===== src/rtl/mc14500_pkg.sv =====
// Shared MC14500B definitions: ICU opcodes and program-word field helpers.
package mc14500_pkg;

  localparam int OPC_W      = 4;
  localparam int MAX_ADDR_W = 32;

  typedef enum logic [OPC_W-1:0] {
    NOPO = 4'h0,
    LD   = 4'h1,
    LDC  = 4'h2,
    AND  = 4'h3,
    ANDC = 4'h4,
    OR   = 4'h5,
    ORC  = 4'h6,
    XNOR = 4'h7,
    STO  = 4'h8,
    STOC = 4'h9,
    IEN  = 4'hA,
    OEN  = 4'hB,
    JMP  = 4'hC,
    RTN  = 4'hD,
    SKZ  = 4'hE,
    NOPF = 4'hF
  } instruction_t;

  // Words are zero-extended to the widest supported operand before splitting.
  function automatic instruction_t word_opcode(
    input logic [OPC_W+MAX_ADDR_W-1:0] w,
    input int                          aw
  );
    return instruction_t'(OPC_W'(w >> aw));
  endfunction

  function automatic logic [MAX_ADDR_W-1:0] word_operand(
    input logic [OPC_W+MAX_ADDR_W-1:0] w,
    input int                          aw
  );
    return MAX_ADDR_W'(w) & ~({MAX_ADDR_W{1'b1}} << aw);
  endfunction

endpackage


===== src/rtl/mc14500_sequencer_if.sv =====
// ROM fetch and ICU issue bus between the sequencer and its surroundings.
interface mc14500_sequencer_if
  import mc14500_pkg::*;
#(
  parameter int ADDR_W = 8
);
  logic [ADDR_W-1:0]       rom_addr;
  logic [OPC_W+ADDR_W-1:0] rom_data;
  instruction_t            icu_instr;
  logic [ADDR_W-1:0]       io_addr;
  logic                    bubble;

  modport master (
    output rom_addr,
    output icu_instr,
    output io_addr,
    output bubble,
    input  rom_data
  );

  modport slave (
    input  rom_addr,
    input  icu_instr,
    input  io_addr,
    input  bubble,
    output rom_data
  );
endinterface


===== src/rtl/mc14500_ret_stack.sv =====
// Registered LIFO of return addresses; push and pop never coincide.
module mc14500_ret_stack #(
  parameter int DEPTH  = 4,
  parameter int ADDR_W = 8
) (
  input  logic                       clk,
  input  logic                       rst,
  input  logic                       push,
  input  logic                       pop,
  input  logic [ADDR_W-1:0]          din,
  output logic [ADDR_W-1:0]          dout,
  output logic [$clog2(DEPTH+1)-1:0] sp,
  output logic                       full,
  output logic                       empty
);
  localparam int SPW = $clog2(DEPTH+1);
  localparam int IW  = (DEPTH > 1) ? $clog2(DEPTH) : 1;

  logic [ADDR_W-1:0] mem [2**IW];
  logic [IW-1:0]     top_i;
  logic [IW-1:0]     wr_i;

  assign top_i = IW'(sp - 1'b1);
  assign wr_i  = IW'(sp);
  assign full  = (sp == SPW'(DEPTH));
  assign empty = (sp == '0);
  assign dout  = mem[top_i];

  always_ff @(posedge clk) begin
    if (!rst) begin
      sp <= '0;
    end else if (push && !full) begin
      sp <= sp + 1'b1;
    end else if (pop && !empty) begin
      sp <= sp - 1'b1;
    end
  end

  always_ff @(posedge clk) begin
    if (push && !full) begin
      mem[wr_i] <= din;
    end
  end

endmodule


===== src/rtl/mc14500_sequencer.sv =====
// MC14500B program sequencer: PC, ROM fetch, JMP/RTN call stack, bubbles.
// Define MC14500_SEQ_HALT_ON_NOPF_EN to halt (until reset) after an issued NOPF.
module mc14500_sequencer
  import mc14500_pkg::*;
#(
  parameter int ADDR_W = 8,
  parameter int DEPTH  = 4
) (
  input  logic                       clk,
  input  logic                       rst,
  input  logic                       en,
  mc14500_sequencer_if.master        bus,
  output logic [$clog2(DEPTH+1)-1:0] sp,
  output logic                       err_ovf,
  output logic                       err_unf
`ifdef MC14500_SEQ_HALT_ON_NOPF_EN
  ,
  output logic                       halted
`endif
);

  logic [ADDR_W-1:0]             pc;
  logic [ADDR_W-1:0]             pc_n;
  logic [ADDR_W-1:0]             fetch_pc;
  logic [ADDR_W-1:0]             opr;
  logic [ADDR_W-1:0]             dout;
  logic [OPC_W+MAX_ADDR_W-1:0]   word;
  instruction_t                  opc;
  logic slot_valid;
  logic sv_n;
  logic issue;
  logic push;
  logic pop;
  logic full;
  logic empty;
  logic ovf_set;
  logic unf_set;
  logic halt_q;

`ifdef MC14500_SEQ_HALT_ON_NOPF_EN
  logic halt_n;

  assign halted = halt_q;

  always_ff @(posedge clk) begin
    if (!rst) begin
      halt_q <= 1'b0;
    end else begin
      halt_q <= halt_n;
    end
  end
`else
  assign halt_q = 1'b0;
`endif

  assign word  = (OPC_W+MAX_ADDR_W)'(bus.rom_data);
  assign opc   = word_opcode(word, ADDR_W);
  assign opr   = ADDR_W'(word_operand(word, ADDR_W));
  assign issue = slot_valid && en && !halt_q;

  assign bus.rom_addr  = pc;
  assign bus.icu_instr = issue ? opc : NOPO;
  assign bus.io_addr   = issue ? opr : '0;
  assign bus.bubble    = !issue;

  always_comb begin
    pc_n    = pc + 1'b1;
    sv_n    = 1'b1;
    push    = 1'b0;
    pop     = 1'b0;
    ovf_set = 1'b0;
    unf_set = 1'b0;
`ifdef MC14500_SEQ_HALT_ON_NOPF_EN
    halt_n  = halt_q;
`endif
    if (halt_q) begin
      pc_n = pc;
      sv_n = 1'b0;
    end else if (!en) begin
      // The presented word is dropped and fetched again.
      pc_n = slot_valid ? fetch_pc : pc;
      sv_n = 1'b0;
    end else if (issue && opc == JMP) begin
      push    = !full;
      ovf_set = full;
      pc_n    = opr;
      sv_n    = 1'b0;
    end else if (issue && opc == RTN) begin
      pop     = !empty;
      unf_set = empty;
      pc_n    = empty ? '0 : dout;
      sv_n    = 1'b0;
`ifdef MC14500_SEQ_HALT_ON_NOPF_EN
    end else if (issue && opc == NOPF) begin
      halt_n = 1'b1;
      pc_n   = pc;
      sv_n   = 1'b0;
`endif
    end
  end

  always_ff @(posedge clk) begin
    if (!rst) begin
      pc         <= '0;
      fetch_pc   <= '0;
      slot_valid <= 1'b0;
      err_ovf    <= 1'b0;
      err_unf    <= 1'b0;
    end else begin
      pc         <= pc_n;
      slot_valid <= sv_n;
      if (!halt_q) begin
        fetch_pc <= pc;
      end
      if (ovf_set) begin
        err_ovf <= 1'b1;
      end
      if (unf_set) begin
        err_unf <= 1'b1;
      end
    end
  end

  mc14500_ret_stack #(
    .DEPTH  (DEPTH),
    .ADDR_W (ADDR_W)
  ) u_stack (
    .clk   (clk),
    .rst   (rst),
    .push  (push),
    .pop   (pop),
    .din   (fetch_pc + 1'b1),
    .dout  (dout),
    .sp    (sp),
    .full  (full),
    .empty (empty)
  );

endmodule


===== src/flat_wrapper.sv =====
// flat-port wrapper written by rule: the top's interface ports become plain ports
module mc14500_sequencer_flat import mc14500_pkg::*;
#(
  parameter int ADDR_W = 8,
  parameter int DEPTH  = 4
)
  (clk, rst, en, sp, err_ovf, err_unf, bus_rom_addr, bus_icu_instr, bus_io_addr, bus_bubble, bus_rom_data);
  mc14500_sequencer_if #(.ADDR_W(ADDR_W)) bus_i ();
  input  logic clk;
  input  logic rst;
  input  logic en;
  output logic [$clog2(DEPTH+1)-1:0] sp;
  output logic err_ovf;
  output logic err_unf;
  output wire logic [$bits(bus_i.rom_addr)-1:0] bus_rom_addr;
  output wire logic [$bits(bus_i.icu_instr)-1:0] bus_icu_instr;
  output wire logic [$bits(bus_i.io_addr)-1:0] bus_io_addr;
  output wire logic [$bits(bus_i.bubble)-1:0] bus_bubble;
  input wire logic [$bits(bus_i.rom_data)-1:0] bus_rom_data;
  assign bus_rom_addr = bus_i.rom_addr;
  assign bus_icu_instr = bus_i.icu_instr;
  assign bus_io_addr = bus_i.io_addr;
  assign bus_bubble = bus_i.bubble;
  assign bus_i.rom_data = bus_rom_data;
  mc14500_sequencer #(.ADDR_W(ADDR_W), .DEPTH(DEPTH)) u_core (.clk(clk), .rst(rst), .en(en), .bus(bus_i), .sp(sp), .err_ovf(err_ovf), .err_unf(err_unf));
endmodule

===== config.mk =====
export PLATFORM = sky130hd
export DESIGN_NAME = mc14500_sequencer_flat
export DESIGN_NICKNAME = d
export VERILOG_FILES = /design/src/rtl/mc14500_pkg.sv /design/src/rtl/mc14500_sequencer_if.sv /design/src/rtl/mc14500_ret_stack.sv /design/src/rtl/mc14500_sequencer.sv /design/src/flat_wrapper.sv
export SDC_FILE = /design/constraint.sdc
export NUM_CORES = 1
export LEC_CHECK = 0
export ABC_AREA = 0
export CAP_MARGIN = 20
export CELL_PAD_IN_SITES_DETAIL_PLACEMENT = 0
export CELL_PAD_IN_SITES_GLOBAL_PLACEMENT = 1
export CORE_ASPECT_RATIO = 1.25
export CORE_MARGIN = 4
export CORE_UTILIZATION = 46
export DETAILED_ROUTE_END_ITERATION = 10
export DONT_BUFFER_PORTS = 1
export PLACE_DENSITY_LB_ADDON = 0.25
export SETUP_SLACK_MARGIN = 0.3
export SLEW_MARGIN = 20
export SYNTH_ARGS = -nofsm -noshare
export SYNTH_HDL_FRONTEND = slang
export SYNTH_SLANG_ARGS = --single-unit

===== constraint.sdc =====
create_clock -name clk -period 2.4 [get_ports clk]
set_input_delay 0.24 -clock clk [delete_from_list [all_inputs] [get_ports clk]]
set_output_delay 0.24 -clock clk [all_outputs]
set_load 0.02 [all_outputs]

# After elaboration in Yosys (flattened, before gate mapping)
# Memory sizes are Yosys's and may differ from the RTL's.
# Index checks and enable logic that the tools add are counted.
# W data, S select, Z words.
[op_classes]
eq_ne = 3
addsub = 4
reduce_logical = 12
n_mux = 22
bitwise = 2
[ops]
columns = ["operator", "count"]
rows = [
  ["$mux W8", 6],
  ["$add A8 B1 Y8 const B", 2],
  ["$mux W1", 13],
  ["$eq A4 B4 Y1 const B", 2],
  ["$mux W3", 2],
  ["$logic_and A1 B1 Y1", 5],
  ["$mux W4", 1],
  ["$reduce_bool A2 Y1", 2],
  ["$add A3 B1 Y3 const B", 1],
  ["$eq A3 B3 Y1 const B", 1],
  ["$logic_not A1 Y1", 3],
  ["$logic_not A3 Y1", 1],
  ["$reduce_or A3 Y1", 1],
  ["$sub A3 B1 Y3 const B", 1],
  ["$not A1 Y1", 2],
]
[word_totals]
mem_count = 1
mem_bits_rw = 32
regBits = 22
word_cells = 50
[memory_table]
columns = ["name", "words", "width", "read_ports", "rd_ports_with_merged_regs", "wr", "line", "text"]
rows = [
  ["u_core.u_stack.mem", 4, 8, 1, 0, 1, "mc14500_ret_stack.sv:19", "logic [ADDR_W-1:0] mem [2**IW];"],
]

# Longest topological paths before layout
# Gate-level depths: netlist (run 1).
[logic_depth]
ltp_word = 8
ltp_mapped = 9
mapped_depth_nobuf = 7

# Modules after synthesis
# From an unflattened synthesis (run 1), not the netlist that was laid out.
[hier_totals]
cells_unflattened = 222
area_unflattened_um2 = 2645.0
[by_module_without_submodules]
columns = ["module", "area_per_inst_um2", "cells_per_inst", "n_inst"]
rows = [
  ["mc14500_ret_stack", 1453.9, 76, 1],
  ["mc14500_sequencer", 1191.1, 146, 1],
]

# Least setup slack after synthesis (run 1)
# OpenSTA, ideal clock, no wires.
[synth_timing]
path_kind = "register to register"
start = "register u_core.u_stack.sp[0]"
end = "register u_core.pc[3], in the netlist u_core.bus.rom_addr[3]"
stages_incl_launch_ff = 9
arrival_time_ns = 1.919
path_slack_ns = 0.355
synth_period_minus_slack_ns = 2.045
cell_sequence = "dfxtp_1 > buf_6 > inv_1 > ha_1 > buf_2 > mux4_2 > and4_1 > a21oi_1 > o31ai_1"
[synth_between]
elab_chain_cells = 6
elab_cells_between_ends = 7
cone_classes = "1 x add/sub; 4 x mux; 1 x reduce/logical; 1 x memory"
[synth_lines]
columns = ["item", "line", "text"]
rows = [
  ["from (decl)", "mc14500_ret_stack.sv:12", "output logic [$clog2(DEPTH+1)-1:0] sp,"],
  ["from (signal assigned)", "mc14500_ret_stack.sv:33", "sp <= sp + 1'b1;"],
  ["from (signal assigned)", "mc14500_ret_stack.sv:35", "sp <= sp - 1'b1;"],
  ["$sub A3 B1 Y3", "mc14500_ret_stack.sv:23", "assign top_i = IW'(sp - 1'b1);"],
  ["$mem_v2 Z4 W8", "--", ""],
  ["$mux W8 (*)", "mc14500_sequencer.sv:91", "pc_n = empty ? '0 : dout;"],
  ["$mux W8 (*)", "mc14500_sequencer.sv:88", "end else if (issue && opc == RTN) begin"],
  ["$mux W8 (*)", "mc14500_sequencer.sv:83", "end else if (issue && opc == JMP) begin"],
  ["$mux W8 (*)", "mc14500_sequencer.sv:79", "end else if (!en) begin"],
  ["to (signal assigned)", "mc14500_sequencer.sv:110", "pc <= pc_n;"],
  ["to (decl)", "mc14500_sequencer.sv:22", "logic [ADDR_W-1:0] pc;"],
]
# Mark *: on every way between the ends. The rest lies on a longest branch, timed or not.
# A chain may end at the register's enable or synchronous reset.

# Worst setup path in the final report (run 1)
[layout_timing]
start = "register u_core.u_stack.sp[1]"
end = "register u_core.pc[6], in the netlist u_core.bus.rom_addr[6]"
# The elaborated chain is that of the path after synthesis.

==> out/metrics.csv, run 1 <==
stage,metric,value,unit
cells_and_area,fraction of layout cells with a size suffix above 1,15.56,%
synthesis,Yosys cell types,43,
cells_and_area,"commonest non-fill, non-tap cells in the layout","edfxtp_1, dfxtp_1, nor2_1",
timing,final setup vio count,0,
timing,max_slew headroom,65.58,%
critical_path,Setup crit start kind,flop,
critical_path,CP endpoint kind,flop,
critical_path,Critical Path Slowest Stage Cell,ha_1,
clocking,clk slew on worst S/H paths,0.11,ns
place,HPWL after detailed placement,4402,um
synthesis,Post-synth EDFFs,32,
timing,RSZ-0062 raised after global routing,false,
route,Wirelength per Cell,20.94,um
clocking,CTS H-tree lvls,2,
route,Vias/cell,6.052,
grt,total track usage,18.88,%
synthesis,top cell type's share of synthesized area,36.66,%
synthesis,"Net Count, Synth",243,
critical_path,crit-path cells,inv_1 > ha_1 > mux4_2 > and2_0 > o22ai_1 > a21oi_1,
clocking,CTS sink count,54,
hold_path,Worst Hold Launch,en,
cells_and_area,# nets final,246,
pwr,Pint,1.237,mW
synthesis,Synth Cell Area,0.002621,mm^2
pwr,Seq pwr share,62.5,%
timing,final setup TNS,0,ns
synthesis,Synth Instances,221,
synthesis,Synth Area in Simple Gates,16.04,%
critical_path,Reg2Reg Capture Point,u_core.bus.rom_addr[6],
synthesis,Post-Synth Adder-Cell Area,3.341,%
floorplanning,Die ar.,0.006978,mm^2
pwr,Power Density,583.7,mW/mm^2
timing,"Hold Vio Cnt, Final",0,
route,Routed WL,6051,um
route,DRC violations left,0,
timing,worst hold slack,0.03598,ns
synthesis,post-synthesis sequential area ratio,53.46,%
floorplanning,Initial Utilization,47.83,%
run_status,outcome,"complete, no violations",
critical_path,crit-path max cell delay,0.57,ns
place,gp weighted congestion,0.8943,
floorplanning,chip width,75.52,um
floorplanning,# rows,30,
pwr,power share of the combinational group,6.0,%
floorplanning,Die Ht,92.40,um
synthesis,post-synthesis compound-gate area fraction,9.833,%
critical_path,kind of critical path,reg2reg,
critical_path,CP max FO,11,
hold_path,worst hold stages,1,
clocking,CTS Hold Bufs,0,
synthesis,ys flop type,edfxtp_1,
grt,first-pass GRT wire length,9832,um
synthesis,Synth Register Bits,54,
grt,vias in the first global route,1800,
clocking,CTS tree,yes,
pwr,VDD IR max,335.3,uV
cells_and_area,diodes inserted,0,
grt,largest net degree at the start of global routing,26,
route,Final ANT Viol Nets,0,
clocking,# resized after CTS,0,
pwr,Sw Ratio,23.93,%
synthesis,Post-Synth XOR/XNOR Area,5.012,%
critical_path,r2r setup slk,0.49,ns
timing,Final Max Slew Viols,0,
synthesis,Avg Inst Size Synth,11.86,um^2
timing,final clock skew,0.01518,ns
synthesis,Post-synth ARST share,0,%
timing,worst slew pin tran,0.5156,ns
timing,Final Cycle Share,79.78,%
critical_path,Crit path arrival time,2.12,ns
synthesis,"Warnings, synthesis",0,
timing,fmax,522.2,MHz
route,DRT iter0 DRCs,100,
hold_path,Hold WC Path Type,in2reg,
clocking,setup bufs post-CTS,0,
pwr,Leak,1.015,nW
critical_path,FF-to-FF path depth,6,
synthesis,largest family of logic cells by synthesized area,simple AND/OR/NAND/NOR gates,
clocking,Root Driver,clkbuf_8,
place,PortBufs,0,
synthesis,multiplexer share of the synthesized area,8.878,%
synthesis,Synth area leaders,"edfxtp_1, dfxtp_1, mux4_2, and3_1, ha_1",
timing,min Tclk post-route,1.915,ns
floorplanning,# IOs,41,
critical_path,R2R Path Start,u_core.u_stack.sp[1],
hold_path,destination of the worst hold path,u_core.bus.rom_addr[0],
pwr,clock share of power,31.5,%
floorplanning,Core Area,0.005480,mm^2
cells_and_area,"most common cell after layout, fill and taps aside",edfxtp_1,
cells_and_area,Synth-to-Final Area Change,6.301,%
synthesis,Yosys top cell by area,edfxtp_1,
clocking,Skew-Pair Late Insertion Delay,0.31,ns
critical_path,data required time of the worst path,2.61,ns
route,Detailed Routing Iterations Pass 1,4,
grt,GRT overflow,0,
grt,initial antenna violation count,0,
job,number of max-cap violations,0,
route,vias,1749,
clocking,CTS Buf Count,5,
pwr,switching power,389.1,uW
clocking,Max Root-Sink Buffers,2,
[state kept, by name (all words and copies together), names as in the netlist]
signal and cells:
u_core.bus.rom_addr 8, u_core.err_ovf 1, u_core.err_unf 1, u_core.fetch_pc 8
u_core.slot_valid 1, u_core.u_stack.mem 32, u_core.u_stack.sp 3
[layout make-up]
class,instances,area [um^2]
clock inverter,3,20.02
timing repair buffer,9,67.56
sequential,54,1401
tap,64,80.08
multi-input combinational,149,1130
clock buffer,5,68.82
fill,506,2694
inverter,5,18.77
[power groups by stage]
stage / clock network (mW) / registers [mW] / logic (mW)
detailed placement: 0 / 1.04 / 0.0981
global route: 0.562 / 1.02 / 0.110
finish: 0.512 / 1.02 / 0.0981
floorplan: 0 / 1.04 / 0.0815
CTS: 0.525 / 1.02 / 0.0989
global placement: 0 / 1.04 / 0.0967
[stage by stage]
stage / area (um^2) / setup slack [ns] / power (mW) / cells / util [%]
2_1_floorplan: 2621 / 0.3555 / 1.117 / 221 / -
3_3_place_gp: 2698 / 0.5275 / 1.134 / 281 / 49.22
6_report: 2786 / 0.4852 / 1.626 / 289 / 50.84
3_5_place_dp: 2698 / 0.4818 / 1.136 / 281 / 49.22
5_1_grt: 2786 / 0.3351 / 1.690 / 289 / 50.84
4_1_cts: 2786 / 0.4614 / 1.640 / 289 / 50.84
[worst max-delay path, delay by kind of cell (launching register included)]
kind / cells / cell delay (ns)
adder cells (fa/ha/maj): 1 / 0.57
multiplexers: 1 / 0.38
flip-flops: 1 / 0.35
AO/OA/AOI/OAI: 2 / 0.24
AND/OR/NAND/NOR: 1 / 0.18
buffers and inverters: 1 / 0.09
[layer usage]
layer,vias to the layer above,global-route usage [%],part of all wire (%)
met5,-,0,0
met4,0,6.706,1.3
met3,4,3.366,4.7
met2,51,30.55,52
met1,876,24.96,42
li1,818,-,-
[cells by family (layout without fill, tap and decap cells)]
family,Yosys count,after routing
xor+xnor,15,15
compound gates,35,35
flops,54,54
buf+inv,18,22
mux,13,13
simple gates,79,79
fa+ha+maj,7,7
[cells in the mapped netlist, types with 3 or more instances]
library cell,n
nor2b_1,3
nand2_1,11
a21oi_1,12
and2_1,8
ha_1,7
and3_1,14
xor2_1,7
mux4_2,8
clkbuf_1,5
nor2_1,18
mux2i_1,3
edfxtp_1,32
o21ai_0,3
nand3_1,12
dfxtp_1,22
inv_1,5
o221ai_1,4
buf_2,6
xnor2_1,8
[worst max path at each step]
| stage | from | endpoint | slack (ns) |
|---|---|---|---|
| final | u_core.u_stack.sp[1] | u_core.bus.rom_addr[6] | 0.49 |
| after global routing | u_core.u_stack.sp[1] | u_core.bus.rom_addr[6] | 0.34 |
| after CTS | u_core.u_stack.sp[1] | u_core.bus.rom_addr[6] | 0.46 |
| after detailed placement | u_core.u_stack.sp[1] | u_core.bus.rom_addr[6] | 0.48 |
| after global placement | u_core.u_stack.sp[1] | u_core.bus.rom_addr[6] | 0.53 |
| after floorplan | u_core.u_stack.sp[0] | u_core.bus.rom_addr[3] | 0.36 |
Note: power is estimated with default switching activity, not from simulation.
==> run 2, diff against run 1 <==
Settings changed: CORE_UTILIZATION 46 to 45.
Clock period 2.4 ns to 1.6 ns, I/O delays scaled along.
==> run 2 against run 1 <==
Fmax up 20%. Critical path type unchanged. Global-route usage up 0.19 points. Final cell count up 10%. Critical endpoint is now u_core.bus.rom_addr[5]. Highest routed layer unchanged.
==> out/metrics.csv, run 2 (synthesis gave the netlist of run 1 again) <==
stage,metric,value,unit
route,Routed WL,6619,um
timing,fmax,625.7,MHz
pwr,VDD IR max,375.4,uV
clocking,clk slew on worst S/H paths,0.09,ns
floorplanning,Die Ht,93.33,um
clocking,Skew-Pair Late Insertion Delay,0.31,ns
cells_and_area,diodes inserted,0,
critical_path,FF-to-FF path depth,8,
clocking,CTS sink count,54,
route,Wirelength per Cell,20.75,um
critical_path,Worst Setup SP,u_core.u_stack.sp[0],
grt,vias in the first global route,1889,
critical_path,Setup crit start kind,flop,
cells_and_area,fillers,449,
grt,initial antenna violation count,0,
timing,max_slew headroom,69.80,%
critical_path,CP max FO,6,
floorplanning,# IOs,41,
place,placed cell areas,0.002856,mm^2
route,DRT iter0 DRCs,150,
timing,final clock skew,0.008656,ns
cells_and_area,number of flip-flops in the largest register,32,
grt,GRT overflow,0,
timing,worst slew pin tran,0.4515,ns
route,Detailed Routing Iterations Pass 1,4,
critical_path,cell family with most CP delay,flip-flops,
critical_path,data required time of the worst path,1.79,ns
cells_and_area,# nets final,276,
cells_and_area,multi-input logic area,0.001375,mm^2
timing,min Tclk post-route,1.598,ns
cells_and_area,"commonest non-fill, non-tap cells in the layout","edfxtp_1, buf_4, dfxtp_1",
floorplanning,Die ar.,0.007118,mm^2
hold_path,Hold WC Path Type,in2reg,
critical_path,WP buf/inv,2,
job,number of max-cap violations,0,
run_status,outcome,"complete, no violations",
floorplanning,Core Area,0.005555,mm^2
cells_and_area,Synth-to-Final Area Change,28.40,%
critical_path,crit-path max cell delay,0.40,ns
critical_path,R2R Path Start,u_core.u_stack.sp[0],
place,gp weighted congestion,0.8029,
cells_and_area,"most common cell after layout, fill and taps aside",edfxtp_1,
clocking,CTS H-tree lvls,2,
clocking,CTS Buf Count,5,
grt,largest net degree at the start of global routing,26,
clocking,Max Root-Sink Buffers,2,
critical_path,cell mode on critical path,o21ai_1,
route,vias,1894,
cells_and_area,Final Util,60.59,%
floorplanning,Initial Utilization,47.18,%
place,HPWL after detailed placement,4528,um
route,DRC violations left,0,
floorplanning,# rows,30,
grt,total track usage,19.07,%
pwr,Leak,1.192,nW
critical_path,r2r setup slk,0.002,ns
hold_path,Worst Hold Launch,rst,
floorplanning,chip width,76.27,um
cells_and_area,post-route cell area,0.003366,mm^2
cells_and_area,Sequential Area,0.001416,mm^2
clocking,Root Driver,clkbuf_8,
critical_path,Reg2Reg Capture Point,u_core.bus.rom_addr[5],
timing,final setup vio count,0,
grt,first-pass GRT wire length,10360,um
cells_and_area,Biggest register,u_core.u_stack.mem,
timing,Final Max Slew Viols,0,
critical_path,CP endpoint kind,flop,
critical_path,Critical Path Slowest Stage Cell,dfxtp_4,
hold_path,worst hold stages,2,
cells_and_area,fraction of layout cells with a size suffix above 1,42.35,%
clocking,CTS tree,yes,
critical_path,Crit path arrival time,1.79,ns
route,Final ANT Viol Nets,0,
timing,"Hold Vio Cnt, Final",0,
route,Vias/cell,5.937,
critical_path,kind of critical path,reg2reg,
hold_path,destination of the worst hold path,u_core.bus.rom_addr[1],
pwr,Power Density,735.7,mW/mm^2
place,PortBufs,0,
timing,RSZ-0062 raised after global routing,true,
critical_path,crit-path cells,inv_6 > ha_4 > buf_6 > mux4_2 > nand3_2 > a31oi_1 > o21ai_1 > o21ai_1,
timing,Final Cycle Share,99.90,%
[run 2: cell count changes in the layout (fill, tap and decap cells not counted), sizes merged]
cell,before,now
inv,6,5
clkbuf,5,8
buf,9,35
dlygate4sd3,0,3
clkinv,1,0
[run 2: repair_timing]
item	4_1_cts	5_1_grt
pin swaps	8	15
hold buffers	3	0
endpoints found under the setup margin	63	64
gates cloned	0	1
gates resized for setup	21	39
buffers inserted	9	9
hold endpoints to repair	14	0
[run 2: how the worst max path moves through the flow]
stage	cells after the start	slack [ns]	end
global placement	6	0.05	u_core.bus.rom_addr[0]
detailed placement	6	0.03	u_core.bus.rom_addr[0]
floorplan	8	-0.1	u_core.bus.rom_addr[3]
global route	8	-0.04	u_core.bus.rom_addr[5]
finish	8	0.002	u_core.bus.rom_addr[5]
CTS	5	0.02	u_core.bus.rom_addr[0]
[run 2: layout make-up]
| cell class | instances | area share (%) |
|---|---|---|
| clock buffers | 7 | 2.268 |
| clock inverters | 1 | 0.2230 |
| inverters | 5 | 0.7063 |
| multi-input cells | 149 | 40.86 |
| flip-flops and latches | 54 | 42.08 |
| well taps | 64 | 2.379 |
| repair buffers | 39 | 11.49 |
[run 2: routing by layer]
metal | wire length, um | track usage (%) | share of wire (%)
met2 | 3496 | 32.40 | 53
met4 | 116 | 7.553 | 1.8
met5 | 0 | 0 | 0
met3 | 351 | 4.528 | 5.3
met1 | 2655 | 23.44 | 40
[run 2: stage by stage]
| step | hold slack [ns] | setup WS, ns | total power, mW | instances | setup TNS [ns] |
|---|---|---|---|---|---|
| detailed placement | 0.2911 | 0.02648 | 1.719 | 289 | 0 |
| global placement | 0.2795 | 0.05145 | 1.718 | 289 | 0 |
| CTS | 0.009557 | 0.02434 | 2.461 | 309 | 0 |
| finish | 0.02012 | 0.001671 | 2.476 | 319 | 0 |
| global route | 0.02011 | -0.04407 | 2.595 | 319 | -0.1386 |
| floorplan | 0.3143 | -0.09969 | 1.681 | 221 | -0.2101 |
[run 2: where the power goes]
part           switching [mW]  leakage (nW)  internal (mW)
Clock                   0.426        0.0385          0.311
Sequential             0.0339         0.483           1.48
Combinational           0.118         0.671          0.103
==> run 3, diff against run 2 <==
Settings changed: PLACE_DENSITY_LB_ADDON 0.25 to 0.08.
==> run 3 against run 2 <==
Sequential share of layout area shrank 1.3 points. Register-to-register slack gained 0.04 ns. Total power grew 8.6%. Flip-flop and latch count is the same. Combinational power grew 7%. Worst hold slack gained 0.010 ns. Routed wire length grew 3.9%. Clock power grew 28%. Final cell count grew 1.6%. Core utilization grew 2.1 points. Critical path type unchanged. Critical endpoint is now u_core.bus.rom_addr[4]. Largest power group unchanged. Highest routed layer unchanged.
==> out/metrics.csv, run 3 (synthesis gave the netlist of run 1 again) <==
stage,metric,value,unit
critical_path,Reg2Reg Capture Point,u_core.bus.rom_addr[4],
timing,worst slew pin tran,0.5101,ns
route,DRC violations left,0,
critical_path,FF-to-FF path depth,7,
timing,"Hold Vio Cnt, Final",0,
timing,RSZ-0062 raised after global routing,true,
critical_path,Worst Setup SP,u_core.u_stack.sp[0],
place,DP Worst Slack,0.005304,ns
floorplanning,Die Ht,93.33,um
floorplanning,Core Area,0.005555,mm^2
critical_path,Setup crit start kind,flop,
grt,vias in the first global route,1988,
critical_path,Crit path arrival time,1.76,ns
hold_path,worst hold stages,2,
cells_and_area,Biggest register,u_core.u_stack.mem,
timing,Final Cycle Share,97.49,%
clocking,CTS Buf Count,5,
timing,final setup vio count,0,
timing,final clock skew,0.009282,ns
critical_path,CP endpoint kind,flop,
grt,GRT overflow,0,
critical_path,R2R Path Start,u_core.u_stack.sp[0],
critical_path,cell family with most CP delay,flip-flops,
route,Vias/cell,5.870,
route,vias,1902,
pwr,VDD IR max,562.1,uV
place,gp weighted congestion,0.8815,
cells_and_area,"commonest non-fill, non-tap cells in the layout","edfxtp_1, buf_4, dfxtp_1",
clocking,clk slew on worst S/H paths,0.10,ns
cells_and_area,diodes inserted,0,
grt,total track usage,19.50,%
hold_path,destination of the worst hold path,u_core.bus.rom_addr[3],
critical_path,r2r setup slk,0.04,ns
clocking,Skew-Pair Late Insertion Delay,0.31,ns
place,PortBufs,0,
grt,largest net degree at the start of global routing,26,
critical_path,WP buf/inv,3,
critical_path,kind of critical path,reg2reg,
clocking,Root Driver,clkbuf_8,
floorplanning,Initial Utilization,47.18,%
timing,min Tclk post-route,1.560,ns
critical_path,Critical Path Slowest Stage Cell,dfxtp_4,
cells_and_area,fraction of layout cells with a size suffix above 1,45.77,%
route,Wirelength per Cell,21.23,um
hold_path,Hold WC Path Type,in2reg,
cells_and_area,"most common cell after layout, fill and taps aside",edfxtp_1,
timing,final setup TNS,0,ns
cells_and_area,fillers,418,
route,DRT iter0 DRCs,126,
clocking,CTS tree,yes,
place,HPWL after detailed placement,4694,um
critical_path,CP Depth,7,
timing,max_slew headroom,65.88,%
timing,Final Max Slew Viols,0,
floorplanning,# IOs,41,
critical_path,data required time of the worst path,1.80,ns
floorplanning,chip width,76.27,um
clocking,CTS H-tree lvls,2,
cells_and_area,Synth-to-Final Area Change,32.79,%
job,number of max-cap violations,0,
timing,min setup slack post-route,0.04021,ns
floorplanning,Die ar.,0.007118,mm^2
floorplanning,# rows,30,
grt,first-pass GRT wire length,10720,um
critical_path,crit-path cells,inv_6 > ha_4 > buf_6 > buf_4 > mux4_2 > nand3_2 > a21oi_1,
critical_path,crit-path max cell delay,0.40,ns
route,Routed WL,6877,um
timing,fmax,641.1,MHz
critical_path,CP max FO,6,
cells_and_area,Final Util,62.66,%
cells_and_area,# nets final,281,
route,Detailed Routing Iterations Pass 1,4,
cells_and_area,number of flip-flops in the largest register,32,
clocking,Max Root-Sink Buffers,2,
pwr,Leak,1.244,nW
clocking,CTS sink count,54,
run_status,outcome,"complete, no violations",
route,Final ANT Viol Nets,0,
hold_path,Worst Hold Launch,bus_rom_data[3],
pwr,Power Density,772.5,mW/mm^2
grt,initial antenna violation count,0,
[run 3: cell types whose count changed in the layout (fill, tap and decap cells not counted), sizes merged]
cell / change
buf: +4
clkbuf: -2
inv: +2
clkinvlp: -1
dlygate4sd3: +1
bufinv: +1
[run 3: worst max-delay path by stage]
stage                                   endpoint
after detailed placement  u_core.bus.rom_addr[0]
after floorplan           u_core.bus.rom_addr[3]
after global placement    u_core.bus.rom_addr[3]
final                     u_core.bus.rom_addr[4]
after global routing        u_core.u_stack.sp[1]
after CTS                 u_core.bus.rom_addr[2]
[run 3: power breakdown]
part / internal [mW] / leakage (nW) / switching (mW) / total, mW
Combinational: 0.112 / 0.702 / 0.124 / 0.236
Clock: 0.478 / 0.0591 / 0.464 / 0.942
Sequential: 1.48 / 0.483 / 0.0295 / 1.51
Total: 2.07 / 1.24 / 0.618 / 2.69
[run 3: final cells by class]
cell class	instances	area (um^2)	area share [%]
flip-flops and latches	54	1420	40.80
multi-input cells	149	1416	40.69
repair buffers	44	424.2	12.19
well taps	64	80.08	2.301
clock buffers	5	68.82	1.977
clock inverters	3	47.55	1.366
inverters	5	23.77	0.6830
[run 3: layer usage]
metal	global-route usage, %	share of wire [%]	vias up
met4	6.344	1.8	0
li1	-	-	892
met3	3.854	5.9	14
met2	34.53	52	56
met5	0	0	-
met1	23.85	41	940
[run 3: timing repair]
action	in CTS	in global routing
endpoints found under the setup margin	64	67
pin swaps	19	14
hold endpoints to repair	13	1
gates resized for setup	39	37
gates cloned	0	1
buffers inserted	13	6
hold buffers	3	1
[run 3: worst reg2reg max path: cells and delay by family (launching register included)]
kind / cells / cell delay (ns)
AO/OA/AOI/OAI: 1 / 0.07
adder cells (fa/ha/maj): 1 / 0.31
AND/OR/NAND/NOR: 1 / 0.10
flip-flops: 1 / 0.40
multiplexers: 1 / 0.30
buffers and inverters: 3 / 0.29
[run 3: metrics by stage]
stage | std cells | instance area (um^2) | total power [mW] | hold WS [ns]
2_1_floorplan | 221 | 2729 | 1.681 | 0.3143
3_3_place_gp | 292 | 2867 | 1.718 | 0.2790
3_5_place_dp | 292 | 2867 | 1.721 | 0.2858
4_1_cts | 316 | 3271 | 2.685 | 0.002267
5_1_grt | 324 | 3481 | 2.793 | 0.02025
6_report | 324 | 3481 | 2.689 | 0.03061
